==> src/rtl/pll_reset_pkg.sv <==
`default_nettype none
// ============================================================================
// Module      : pll_reset_pkg
// Description : Shared types and helpers for the PLL lock / reset supervisor.
//               State encoding, retry counter width and a helper that sizes
//               the shared cycle counter from the timing parameters.
// Revision    : 1.0 - initial release
// ============================================================================
package pll_reset_pkg;

  // Supervisor states, 3-bit encoding
  typedef enum logic [2:0] {
    PLL_RST   = 3'd0,
    WAIT_LOCK = 3'd1,
    STABLE    = 3'd2,
    HOLD      = 3'd3,
    RUN       = 3'd4
  } state_t;

  // Width of the saturating PLL retry counter
  localparam int RETRY_W = 8;

  // Counter width that can hold (largest parameter - 1); never below 1 bit
  function automatic int cnt_width(input int a, input int b, input int c, input int d);
    int m;
    m = a;
    if (b > m) m = b;
    if (c > m) m = c;
    if (d > m) m = d;
    return (m < 2) ? 1 : $clog2(m);
  endfunction

endpackage
`default_nettype wire

==> src/rtl/sync_2ff.sv <==
`default_nettype none
// ============================================================================
// Module      : sync_2ff
// Description : Generic single-bit two-flop synchronizer with asynchronous
//               active-low clear. Output latency is two clk edges.
// Revision    : 1.0 - initial release
// ============================================================================
module sync_2ff (
  input  logic clk,
  input  logic rst_n,
  input  logic d,
  output logic q
);

  logic stage1;

  // Two-stage capture of the asynchronous input into the clk domain
  always_ff @(posedge clk or negedge rst_n) begin
    if (!rst_n) begin
      stage1 <= 1'b0;
      q      <= 1'b0;
    end else begin
      stage1 <= d;
      q      <= stage1;
    end
  end

endmodule
`default_nettype wire

==> src/rtl/pll_lock_reset_gen.sv <==
`default_nettype none
// ============================================================================
// Module      : pll_lock_reset_gen
// Description : Power-up and lock supervisor for the iCE40 PLL. Drives the
//               PLL RESETB, qualifies the synchronized LOCK for a stable
//               period, then holds the system reset a little longer before
//               releasing it. Runs on the free-running reference clock.
//               Optional lock timeout with PLL re-reset and a saturating
//               retry counter is enabled by defining PLL_LOCK_TIMEOUT_EN.
// Revision    : 1.0 - initial release
// ============================================================================
module pll_lock_reset_gen
  import pll_reset_pkg::*;
#(
  parameter int PLL_RESET_CYCLES    = 16,
  parameter int LOCK_STABLE_CYCLES  = 1024,
  parameter int RESET_HOLD_CYCLES   = 64,
  parameter int LOCK_TIMEOUT_CYCLES = 65536
) (
  input  logic               clk,
  input  logic               resetn,
  input  logic               pll_lock,
  output logic               pll_resetb,
  output logic               sys_rst_n,
  output logic               pll_ready
`ifdef PLL_LOCK_TIMEOUT_EN
  ,
  output logic [RETRY_W-1:0] retry_count
`endif
);

  localparam int CNT_W = cnt_width(PLL_RESET_CYCLES, LOCK_STABLE_CYCLES,
                                   RESET_HOLD_CYCLES, LOCK_TIMEOUT_CYCLES);

  // Terminal counts for each timed state
  localparam logic [CNT_W-1:0] RST_LAST    = CNT_W'(PLL_RESET_CYCLES - 1);
  localparam logic [CNT_W-1:0] STABLE_LAST = CNT_W'(LOCK_STABLE_CYCLES - 1);
  localparam logic [CNT_W-1:0] HOLD_LAST   = CNT_W'(RESET_HOLD_CYCLES - 1);
`ifdef PLL_LOCK_TIMEOUT_EN
  localparam logic [CNT_W-1:0] TIMEOUT_LAST = CNT_W'(LOCK_TIMEOUT_CYCLES - 1);
`endif

  state_t           state;
  state_t           state_nxt;
  logic [CNT_W-1:0] cnt;
  logic [CNT_W-1:0] cnt_nxt;
  logic             lock_s;
`ifdef PLL_LOCK_TIMEOUT_EN
  logic             retry_inc;
`endif

  // LOCK is asynchronous to clk; the FSM only ever looks at lock_s
  sync_2ff u_lock_sync (
    .clk   (clk),
    .rst_n (resetn),
    .d     (pll_lock),
    .q     (lock_s)
  );

  // State, shared counter and registered outputs decoded from the next state
  always_ff @(posedge clk or negedge resetn) begin
    if (!resetn) begin
      state      <= PLL_RST;
      cnt        <= '0;
      pll_resetb <= 1'b0;
      sys_rst_n  <= 1'b0;
      pll_ready  <= 1'b0;
`ifdef PLL_LOCK_TIMEOUT_EN
      retry_count <= '0;
`endif
    end else begin
      state      <= state_nxt;
      cnt        <= cnt_nxt;
      pll_resetb <= (state_nxt != PLL_RST);
      sys_rst_n  <= (state_nxt == RUN);
      pll_ready  <= (state_nxt == HOLD) || (state_nxt == RUN);
`ifdef PLL_LOCK_TIMEOUT_EN
      if (retry_inc && (retry_count != {RETRY_W{1'b1}}))
        retry_count <= retry_count + 1'b1;
`endif
    end
  end

  // Next-state logic; lock loss always takes priority over terminal count
  always_comb begin
    state_nxt = state;
    cnt_nxt   = cnt + 1'b1;
`ifdef PLL_LOCK_TIMEOUT_EN
    retry_inc = 1'b0;
`endif
    case (state)
      PLL_RST: begin
        if (cnt == RST_LAST) state_nxt = WAIT_LOCK;
      end
      WAIT_LOCK: begin
        if (lock_s) begin
          state_nxt = STABLE;
        end
`ifdef PLL_LOCK_TIMEOUT_EN
        else if (cnt == TIMEOUT_LAST) begin
          state_nxt = PLL_RST;
          retry_inc = 1'b1;
        end
`else
        else begin
          // No timeout: park the counter while waiting indefinitely
          cnt_nxt = '0;
        end
`endif
      end
      STABLE: begin
        if (!lock_s)                 state_nxt = WAIT_LOCK;
        else if (cnt == STABLE_LAST) state_nxt = HOLD;
      end
      HOLD: begin
        if (!lock_s)               state_nxt = WAIT_LOCK;
        else if (cnt == HOLD_LAST) state_nxt = RUN;
      end
      RUN: begin
        // The PLL is left running on lock loss; only requalify
        if (!lock_s) state_nxt = WAIT_LOCK;
        else         cnt_nxt   = '0;
      end
      default: begin
        state_nxt = PLL_RST;
      end
    endcase
    if (state_nxt != state) cnt_nxt = '0;
  end

endmodule
`default_nettype wire

==> config.mk <==
export PLATFORM = sky130hd
export DESIGN_NAME = pll_lock_reset_gen
export DESIGN_NICKNAME = d
export VERILOG_FILES = /design/src/rtl/pll_reset_pkg.sv /design/src/rtl/sync_2ff.sv /design/src/rtl/pll_lock_reset_gen.sv
export SDC_FILE = /design/constraint.sdc
export NUM_CORES = 1
export LEC_CHECK = 0
export ABC_CLOCK_PERIOD_IN_PS = 2750
export CORE_MARGIN = 2
export CORE_UTILIZATION = 57
export DETAILED_ROUTE_END_ITERATION = 10
export GPL_ROUTABILITY_DRIVEN = 0
export MAX_ROUTING_LAYER = met4
export PLACE_DENSITY_LB_ADDON = 0.05
export SLEW_MARGIN = 40
export SYNTH_ARGS = -nofsm -noshare
export SYNTH_HDL_FRONTEND = slang
export SYNTH_SLANG_ARGS = --single-unit
==> constraint.sdc <==
create_clock -name clk -period 2.75 [get_ports clk]
set_input_delay 0.6875 -clock clk [delete_from_list [all_inputs] [get_ports clk]]
set_output_delay 0.6875 -clock clk [all_outputs]
set_load 0.02 [all_outputs]
==> results of run 1 <==
cells by family (layout without fill, tap and decap cells):
logic type | count (synthesis) | in the layout
xor+xnor | 16 | 16
simple gates | 60 | 60
fa+ha+maj | 1 | 1
compound gates | 6 | 6
flops | 24 | 24
buf+inv | 4 | 11
placed cells by master, fill, tap and decap left out, types with 2 or more instances in the layout:
cell / synthesis / routed
nand3_1: 5 / 5
nand4b_1: 2 / 2
xor2_1: 5 / 5
clkdlybuf4s50_1: 0 / 5
dfrtp_1: 24 / 24
xnor2_1: 11 / 11
nor2_2: 10 / 10
and3_1: 4 / 4
nand4_1: 2 / 2
nor2_1: 12 / 12
clkbuf_4: 0 / 3
nor3b_1: 2 / 2
nor2b_1: 4 / 4
or4_1: 2 / 2
nand2_1: 8 / 8
nor3_1: 5 / 5
registers in the layout, indices dropped and copies added, names as in the netlist:
| name | count |
|---|---|
| cnt | 16 |
| state | 3 |
| pll_ready | 1 |
| pll_resetb | 1 |
| sys_rst_n | 1 |
| u_lock_sync.q | 1 |
| u_lock_sync.stage1 | 1 |
critical path, cell delays in order (launching register included):
cell	delay (ns)
dfrtp_1	0.43
or4_1	0.52
or4_4	0.52
nor3_4	0.20
o22a_4	0.32
nor2_1	0.08
path summary, 6_finish.rpt:
path | depth (start not counted) | from | end
setup reg to reg | 5 | cnt[7] | cnt[2]
setup / recovery | 5 | cnt[7] | cnt[2]
max in group asynchronous | 2 | resetn | cnt[7]
hold reg to reg | 0 | u_lock_sync.stage1 | u_lock_sync.q
hold / removal | 0 | u_lock_sync.stage1 | u_lock_sync.q
min in group asynchronous | 2 | resetn | pll_resetb
routing by layer:
layer	GRT usage, %	routed length (µm)	vias up
met2	27.8	860	9
met3	3.94	54	4
met5	-	0	-
met4	9.26	25	0
li1	-	-	397
met1	24.6	837	359
power by group:
part           switching (W)  leakage (nW)  internal (W)
logic               0.000129         0.210      0.000106
registers          0.0000531         0.323      0.000408
clock network      0.0000952        0.0210     0.0000808
metrics by stage:
stage / util [%] / hold WS (ns) / power (W) / cell area [µm²] / setup slack [ns]
finish: 65.4 / 0.361 / 0.000872 / 1280 / 0.579
global route: 65.4 / 0.378 / 0.000939 / 1280 / 0.392
CTS: 65.4 / 0.365 / 0.000887 / 1280 / 0.560
detailed placement: 63.6 / 0.336 / 0.000707 / 1250 / 0.576
global placement: 63.6 / 0.333 / 0.000698 / 1250 / 0.627
floorplan: - / 0.331 / 0.000661 / 1180 / 0.678
area by class of cell:
class                           count  area [µm²]
Fill cell                         172         678
Sequential cell                    24         601
Multi-Input combinational cell     83         552
Timing Repair Buffer                6        57.6
Clock buffer                        4        36.3
Tap cell                           27        33.8
Inverter                            1        3.75
==> results_dict.tcl, run 1 <==
set metrics [dict create \
    finalNonFillerCells 145 \
    holdCritPathClass "flip-flop to flip-flop" \
    grt_pass1_vias 782 \
    insertion_delay_ns 0.30 \
    drt_pre_antenna_iters 4 \
    grt.total_usage_pct 18.8 \
    die_w_um 49.6 \
    nNetsFinal 123 \
    max_freq_mhz 461 \
    synth_area_um2 1180 \
    initial_utilization_pct 60.3 \
    wire_per_inst_um 12.3 \
    yosysMostFrequentCell "dfrtp_1" \
    period_share_pct 79.0 \
    drv_slew 0 \
    synthCells 111 \
    cts_tree "done" \
    relSlewSlack_pct 67.5 \
    num_antenna_cells 0 \
    synth_top_area_share_pct 50.7 \
    synthSimpleGateAreaFrac_pct 29.0 \
    drc_errors 0 \
    drtIter0Drc 9 \
    rsz0062_at_grt "no" \
    critPathRequiredTime_ns 2.95 \
    die-area_um2 2460 \
    synth_fa_ha_area_share_pct 1.06 \
    synth_top_cells_by_count "dfrtp_1 (24), nor2_1 (12), xnor2_1 (11)" \
    synth_area_leader_cell "dfrtp_1" \
    drive_gt1_share_pct 16.1 \
    io_buffers 5 \
    final_antenna_net_count 0 \
    max_cap_viol_count 0 \
    antenna_found_initial 0 \
    cp_max_fo 16 \
    tns_ns 0 \
    clock_path_buffers 2 \
    synth_area_per_cell_um2 10.7 \
    yosysWarnings 0 \
    grt_overflow 0 \
    setup-violations-final 0 \
    areaGrowthSynthToFinish_pct 8.46 \
    ff2ff_setup_slack_ns 0.58 \
    synth_mux_area_share_pct 0 \
    async_flop_share_pct 100 \
    synth_nets 115 \
    finalCriticalPeriod_ns 2.17 \
    hold_viol 0 \
    synthTopCellsByArea "dfrtp_1 (51%), xnor2_1 (8.1%), nor2_2 (5.3%), nor2_1 (3.8%), xor2_1 (3.7%)" \
    synth_top_family_by_area "simple AND/OR/NAND/NOR gates" \
    vias_per_cell 5.30 \
    wl_mm 1.78 \
    p_per_area_nw_per_um2 679 \
    grt_max_degree 25 \
    dp_cells 141 \
    vias 769 \
    cp-end-kind "flip-flop" \
    rows 16 \
    postCtsSetupRepairBufs 0 \
    grt_pass1_wl_mm 3.40 \
    ios 6 \
    ys_seq_elements 24 \
    yosysSeqAreaShare_pct 50.7 \
    synth_flop_cell "dfrtp_1" \
    tightestPinTransition_ns 0.483 \
    htreeDepth 1 \
    cts_resized 0 \
    hold_buffers 0 \
    status "finished, final reports clean" \
    cts_buffers 3 \
    dp_hpwl_mm 1.32 \
    p_leak_nw 0.554 \
    finalClockSkew_ns 0.00359 \
    synth_edf_count 0 \
    ir_drop_mv 0.526 \
    start_kind "flip-flop" \
    ys_types 28 \
    die_h_um 49.6 \
    synth_compound_area_share_pct 4.76 \
    clk_pin_slew_ns 0.12 \
    critPathArrivalTime_ns 2.37 \
    synth_xor_area_share_pct 11.8 \
    ctsRootBufferMaster "clkbuf_4" \
    core_area_um2 1960 \
    cts.sinks 24 \
    worst-setup-path-type "flip-flop to flip-flop" \
]
Power figures use the tool's default switching activity.
==> run 2: changes to the inputs <==
--- a/config.mk
+++ b/config.mk
@@ -5,9 +5,9 @@
 export SDC_FILE = /design/constraint.sdc
 export NUM_CORES = 1
 export LEC_CHECK = 0
-export ABC_CLOCK_PERIOD_IN_PS = 2750
+export ABC_CLOCK_PERIOD_IN_PS = 1850
 export CORE_MARGIN = 2
-export CORE_UTILIZATION = 57
+export CORE_UTILIZATION = 52
 export DETAILED_ROUTE_END_ITERATION = 10
 export GPL_ROUTABILITY_DRIVEN = 0
 export MAX_ROUTING_LAYER = met4
==> constraint.sdc (replaced) <==
create_clock -name clk -period 1.85 [get_ports clk]
set_input_delay 0.4625 -clock clk [delete_from_list [all_inputs] [get_ports clk]]
set_output_delay 0.4625 -clock clk [all_outputs]
set_load 0.02 [all_outputs]
==> results_dict.tcl, run 2 (synthesized netlist as in run 1, its figures left out) <==
set metrics [dict create \
    hold_start "u_lock_sync.stage1" \
    met1Wirelength_mm 1.05 \
    wire_per_inst_um 14.6 \
    timing.rr.end "state[0]" \
    io_buffers 5 \
    ir_drop_mv 0.730 \
    drt_pre_antenna_iters 4 \
    swShare_pct 34.9 \
    relSlewSlack_pct 70.6 \
    max_freq_mhz 451 \
    drive_gt1_share_pct 29.5 \
    layout_common_cells "dfrtp_1 (24), buf_4 (14), xnor2_1 (11), nor2_1 (10)" \
    die_h_um 51.7 \
    rsz0062_at_grt "yes" \
    worst-setup-path-type "flip-flop to flip-flop" \
    critPathArrivalTime_ns 2.41 \
    drv_slew 0 \
    cts.sinks 24 \
    layout.area.seq_um2 601 \
    finalClockSkew_ns 0.00313 \
    routed-wl-met2_mm 1.22 \
    endpoint "state[0]" \
    fillers 167 \
    nNetsFinal 138 \
    tightestPinTransition_ns 0.438 \
    ff2ff_setup_slack_ns -0.37 \
    largest_register "cnt" \
    drc_errors 0 \
    areaGrowthSynthToFinish_pct 23.5 \
    cp_max_fo 3 \
    ctsRootBufferMaster "clkbuf_4" \
    grt_pass1_wl_mm 3.81 \
    place_ws_ns -0.303 \
    vias_per_cell 5.53 \
    p_clk_share_pct 16.0 \
    fin_util_pct 66.7 \
    slowest_delay_ns 0.54 \
    num_antenna_cells 0 \
    core_area_um2 2190 \
    crit_top_cell "or4_4" \
    rows 17 \
    clk_pin_slew_ns 0.12 \
    top_layer_used "met4" \
    ff2ff_path_depth 6 \
    critPathRequiredTime_ns 2.04 \
    multiInputGateArea_um2 633 \
    drtIter0Drc 8 \
    violations "setup timing" \
    wl_mm 2.34 \
    cp_slowest_cell "or4_4" \
    grt.total_usage_pct 19.9 \
    p_leak_nw 0.620 \
    max_cap_viol_count 0 \
    cp-end-kind "flip-flop" \
    clock_path_buffers 2 \
    largest_reg_flops 16 \
    die-area_um2 2670 \
    crit_path_cell_trace "or4_4 -> or4_4 -> nor3_4 -> buf_6 -> a211o_1 -> nand3b_1" \
    wl_met3_um 47 \
    die_w_um 51.7 \
    initial_utilization_pct 54.0 \
    holdCritPathClass "flip-flop to flip-flop" \
    setup-violations-final 22 \
    final_antenna_net_count 0 \
    status "complete, but fails checks" \
    dp_hpwl_mm 1.49 \
    vias 885 \
    reg.largest.list "cnt (16), state (3)" \
    ios 6 \
    cts_tree "done" \
    period_share_pct 120 \
    cts_buffers 3 \
    htreeDepth 1 \
    grt_max_degree 25 \
    p_per_area_nw_per_um2 927 \
    grt_overflow 0 \
    setup_ws_ns -0.366 \
    antenna_found_initial 0 \
    final_common_cell "dfrtp_1" \
    r2r-start "cnt[9]" \
    grt_pass1_vias 840 \
    p_switching_w 0.000473 \
    start_kind "flip-flop" \
    insertion_delay_ns 0.30 \
    hold_viol 0 \
    seqPwrFrac_pct 51.4 \
    p_comb_share_pct 32.6 \
    finalCriticalPeriod_ns 2.22 \
    p_int_w 0.000882 \
    cp-startpoint "cnt[9]" \
]
## run 2: cell count changes in the layout (fill, tap and decap cells not counted), sizes merged
cell | previous run | this run
buf | 1 | 15
o22a | 1 | 2
clkbuf | 4 | 3
## run 2: through the flow
stage / instances / setup TNS (ns) / total power, W / hold WS, ns / cell area, µm²
2_1_floorplan: 111 / -3.03 / 0.000981 / 0.167 / 1180
3_3_place_gp: 153 / -5.43 / 0.00104 / 0.333 / 1330
3_5_place_dp: 153 / -5.72 / 0.00105 / 0.354 / 1330
4_1_cts: 159 / -5.76 / 0.00132 / 0.382 / 1430
5_1_grt: 160 / -7.88 / 0.00143 / 0.391 / 1460
6_report: 160 / -6.84 / 0.00136 / 0.375 / 1460
## run 2: metal layers
metal | global-route usage, % | up-vias
met5 | - | -
met4 | 6.58 | 0
met3 | 3.45 | 4
met2 | 32.3 | 17
met1 | 25.6 | 438
li1 | - | 426
## run 2: worst min path at each step
stage / endpoint / slack [ns] / depth (start not counted)
floorplan: cnt[0] / 0.17 / 0
global placement: u_lock_sync.q / 0.33 / 0
detailed placement: u_lock_sync.q / 0.35 / 0
CTS: u_lock_sync.q / 0.38 / 0
global route: u_lock_sync.q / 0.39 / 0
finish: u_lock_sync.q / 0.37 / 0
## run 2: cell type report
cell class | count | area share (%)
Clock buffer | 3 | 1.54
Timing Repair Buffer | 20 | 11.4
Multi-Input combinational cell | 84 | 43.3
Sequential cell | 24 | 41.1
Inverter | 1 | 0.257
Tap cell | 28 | 2.40
## run 2: critical path, delay by kind of cell, from the launching register on
kind	cells	cell delay, ns
AOI/OAI and AO/OA	1	0.14
and+or+nand+nor	4	1.41
DFF	1	0.40
buffers and inverters	1	0.15
## run 2: repair_timing
item                                    CTS  global route
hold buffers                              0             0
setup buffers                             2             1
pin swaps                                 7            10
endpoints found under the setup margin   22            22
gates cloned                              1             0
resized for setup                         8             6
hold endpoints to repair                  0             0
## run 2: power groups by stage
stage | sequential (W) | clock (W) | combinational, W
after floorplan | 0.000694 | 0 | 0.000287
after CTS | 0.000690 | 0.000226 | 0.000405
after detailed placement | 0.000696 | 0 | 0.000356
after global placement | 0.000692 | 0 | 0.000345
after global routing | 0.000709 | 0.000245 | 0.000472
final | 0.000696 | 0.000217 | 0.000442
==> run 3: changes to the inputs <==
--- a/config.mk
+++ b/config.mk
@@ -7,8 +7,9 @@
 export LEC_CHECK = 0
 export ABC_CLOCK_PERIOD_IN_PS = 1850
 export CORE_MARGIN = 2
-export CORE_UTILIZATION = 52
+export CORE_UTILIZATION = 54
 export DETAILED_ROUTE_END_ITERATION = 10
+export DONT_BUFFER_PORTS = 1
 export GPL_ROUTABILITY_DRIVEN = 0
 export MAX_ROUTING_LAYER = met4
 export PLACE_DENSITY_LB_ADDON = 0.05
==> results_dict.tcl, run 3 (synthesized netlist as in run 1, its figures left out) <==
set metrics [dict create \
    setup-violations-final 22 \
    grt_max_degree 25 \
    place_ws_ns -0.270 \
    violations "setup timing" \
    cts_buffers 3 \
    largest_register "cnt" \
    worst-setup-path-type "flip-flop to flip-flop" \
    ff2ff_path_depth 6 \
    drtIter0Drc 19 \
    areaGrowthSynthToFinish_pct 20.1 \
    setup_ws_ns -0.314 \
    drv_slew 0 \
    final_common_cell "dfrtp_1" \
    initial_utilization_pct 58.5 \
    cp_max_fo 3 \
    nNetsFinal 135 \
    finalCriticalPeriod_ns 2.16 \
    timing.rr.end "pll_resetb" \
    tightestPinTransition_ns 0.518 \
    htreeDepth 1 \
    max_freq_mhz 462 \
    clk_pin_slew_ns 0.13 \
    grt_pass1_vias 882 \
    dp_hpwl_mm 1.40 \
    status "complete, but fails checks" \
    drive_gt1_share_pct 32.3 \
    ios 6 \
    insertion_delay_ns 0.32 \
    cts_tree "done" \
    reg.largest.list "cnt (16), state (3)" \
    grt.total_usage_pct 19.7 \
    vias_per_cell 5.50 \
    die_h_um 50.8 \
    p_per_area_nw_per_um2 1030 \
    placed_area_um2 1290 \
    die_w_um 50.8 \
    num_antenna_cells 0 \
    grt_pass1_wl_mm 3.75 \
    core_area_um2 2020 \
    ff2ff_setup_slack_ns -0.31 \
    clock_path_buffers 2 \
    vias 864 \
    drc_errors 0 \
    critPathArrivalTime_ns 2.38 \
    largest_reg_flops 16 \
    drt_pre_antenna_iters 4 \
    die-area_um2 2580 \
    rows 16 \
    final_antenna_net_count 0 \
    wire_per_inst_um 13.5 \
    grt_overflow 0 \
    multiInputGateArea_um2 602 \
    layout_common_cells "dfrtp_1 (24), buf_4 (15), nor2_2 (12), xnor2_1 (11), nor2_1 (9)" \
    p_leak_nw 0.618 \
    r2r-start "cnt[7]" \
    wl_mm 2.11 \
    cp-end-kind "flip-flop" \
    cts.sinks 24 \
    rsz0062_at_grt "yes" \
    relSlewSlack_pct 65.5 \
    layout.area.seq_um2 601 \
    antenna_found_initial 0 \
    start_kind "flip-flop" \
    holdCritPathClass "primary input to asynchronous set/reset pin" \
    critPathRequiredTime_ns 2.06 \
    ctsRootBufferMaster "clkbuf_4" \
    hold_viol 0 \
    max_cap_viol_count 0 \
    fillers 157 \
    ir_drop_mv 0.754 \
    period_share_pct 117 \
    finalClockSkew_ns 0.00751 \
    finalInstanceArea_um2 1420 \
    io_buffers 0 \
]
==> run 3: changes by cell type in the layout (fill, tap and decap cells not counted) <==
cell,previous run,this run
o32ai_4,1,0
o32ai_1,0,1
clkdlybuf4s50_1,5,0
bufinv_16,0,1
nor2_1,10,9
nor2_2,8,12
buf_2,0,1
buf_4,14,15
nor2_4,4,1
==> run 3: how the worst max path moves through the flow <==
stage	from	end	slack (ns)
final	cnt[7]	pll_resetb	-0.31
after global routing	cnt[7]	pll_resetb	-0.39
after CTS	cnt[7]	cnt[2]	-0.27
after detailed placement	cnt[9]	cnt[2]	-0.27
after global placement	cnt[9]	cnt[3]	-0.25
after floorplan	cnt[6]	cnt[12]	-0.22
==> run 3: area by class of cell <==
type                    count  area share [%]
multi-input cells          84            42.3
flip-flops and latches     24            42.3
repair buffers             17            9.07
well taps                  27            2.38
clock inverters             1            2.11
clock buffers               3            1.58
inverters                   1           0.264
==> run 3: power by group <==
| group | internal [W] | total, W | switching [W] | leakage [nW] |
|---|---|---|---|---|
| Sequential | 0.000606 | 0.000701 | 0.0000943 | 0.323 |
| Clock | 0.000219 | 0.000377 | 0.000158 | 0.0279 |
| Combinational | 0.000179 | 0.000391 | 0.000211 | 0.267 |
| Total | 0.00100 | 0.00147 | 0.000463 | 0.618 |
==> run 3: routing by layer <==
metal / wire length [µm] / GRT usage (%) / vias up
met1: 924 / 25.6 / 421
met3: 84 / 2.63 / 4
met2: 1080 / 32.7 / 19
met4: 23 / 5.41 / 0
li1: - / - / 420
met5: 0 / - / -
==> run 3: worst max-delay path: stages, from the launching register on <==
cell and delay [ns]:
dfrtp_1 0.40, or4_4 0.53, or4_4 0.54, nor3_4 0.22, buf_6 0.14, a211o_1 0.13, nand4b_1 0.09
==> run 3: what timing repair did <==
item,4_1_cts,5_1_grt
pin swaps,8,9
resized for setup,2,8
hold buffers,1,0
buffers inserted,1,2
hold endpoints to repair,24,0
endpoints found under the setup margin,22,22
cloned,1,0
==> run 3: stage by stage <==
step	instances	TNS, ns	power [W]	hold slack, ns	util [%]
after detailed placement	148	-4.99	0.00103	0.167	63.7
after global routing	157	-7.03	0.00156	0.117	70.3
final	157	-5.84	0.00147	0.0927	70.3
after global placement	148	-4.82	0.00101	0.167	63.7
after CTS	155	-4.99	0.00144	0.139	68.2
after floorplan	111	-3.03	0.000981	0.167	-
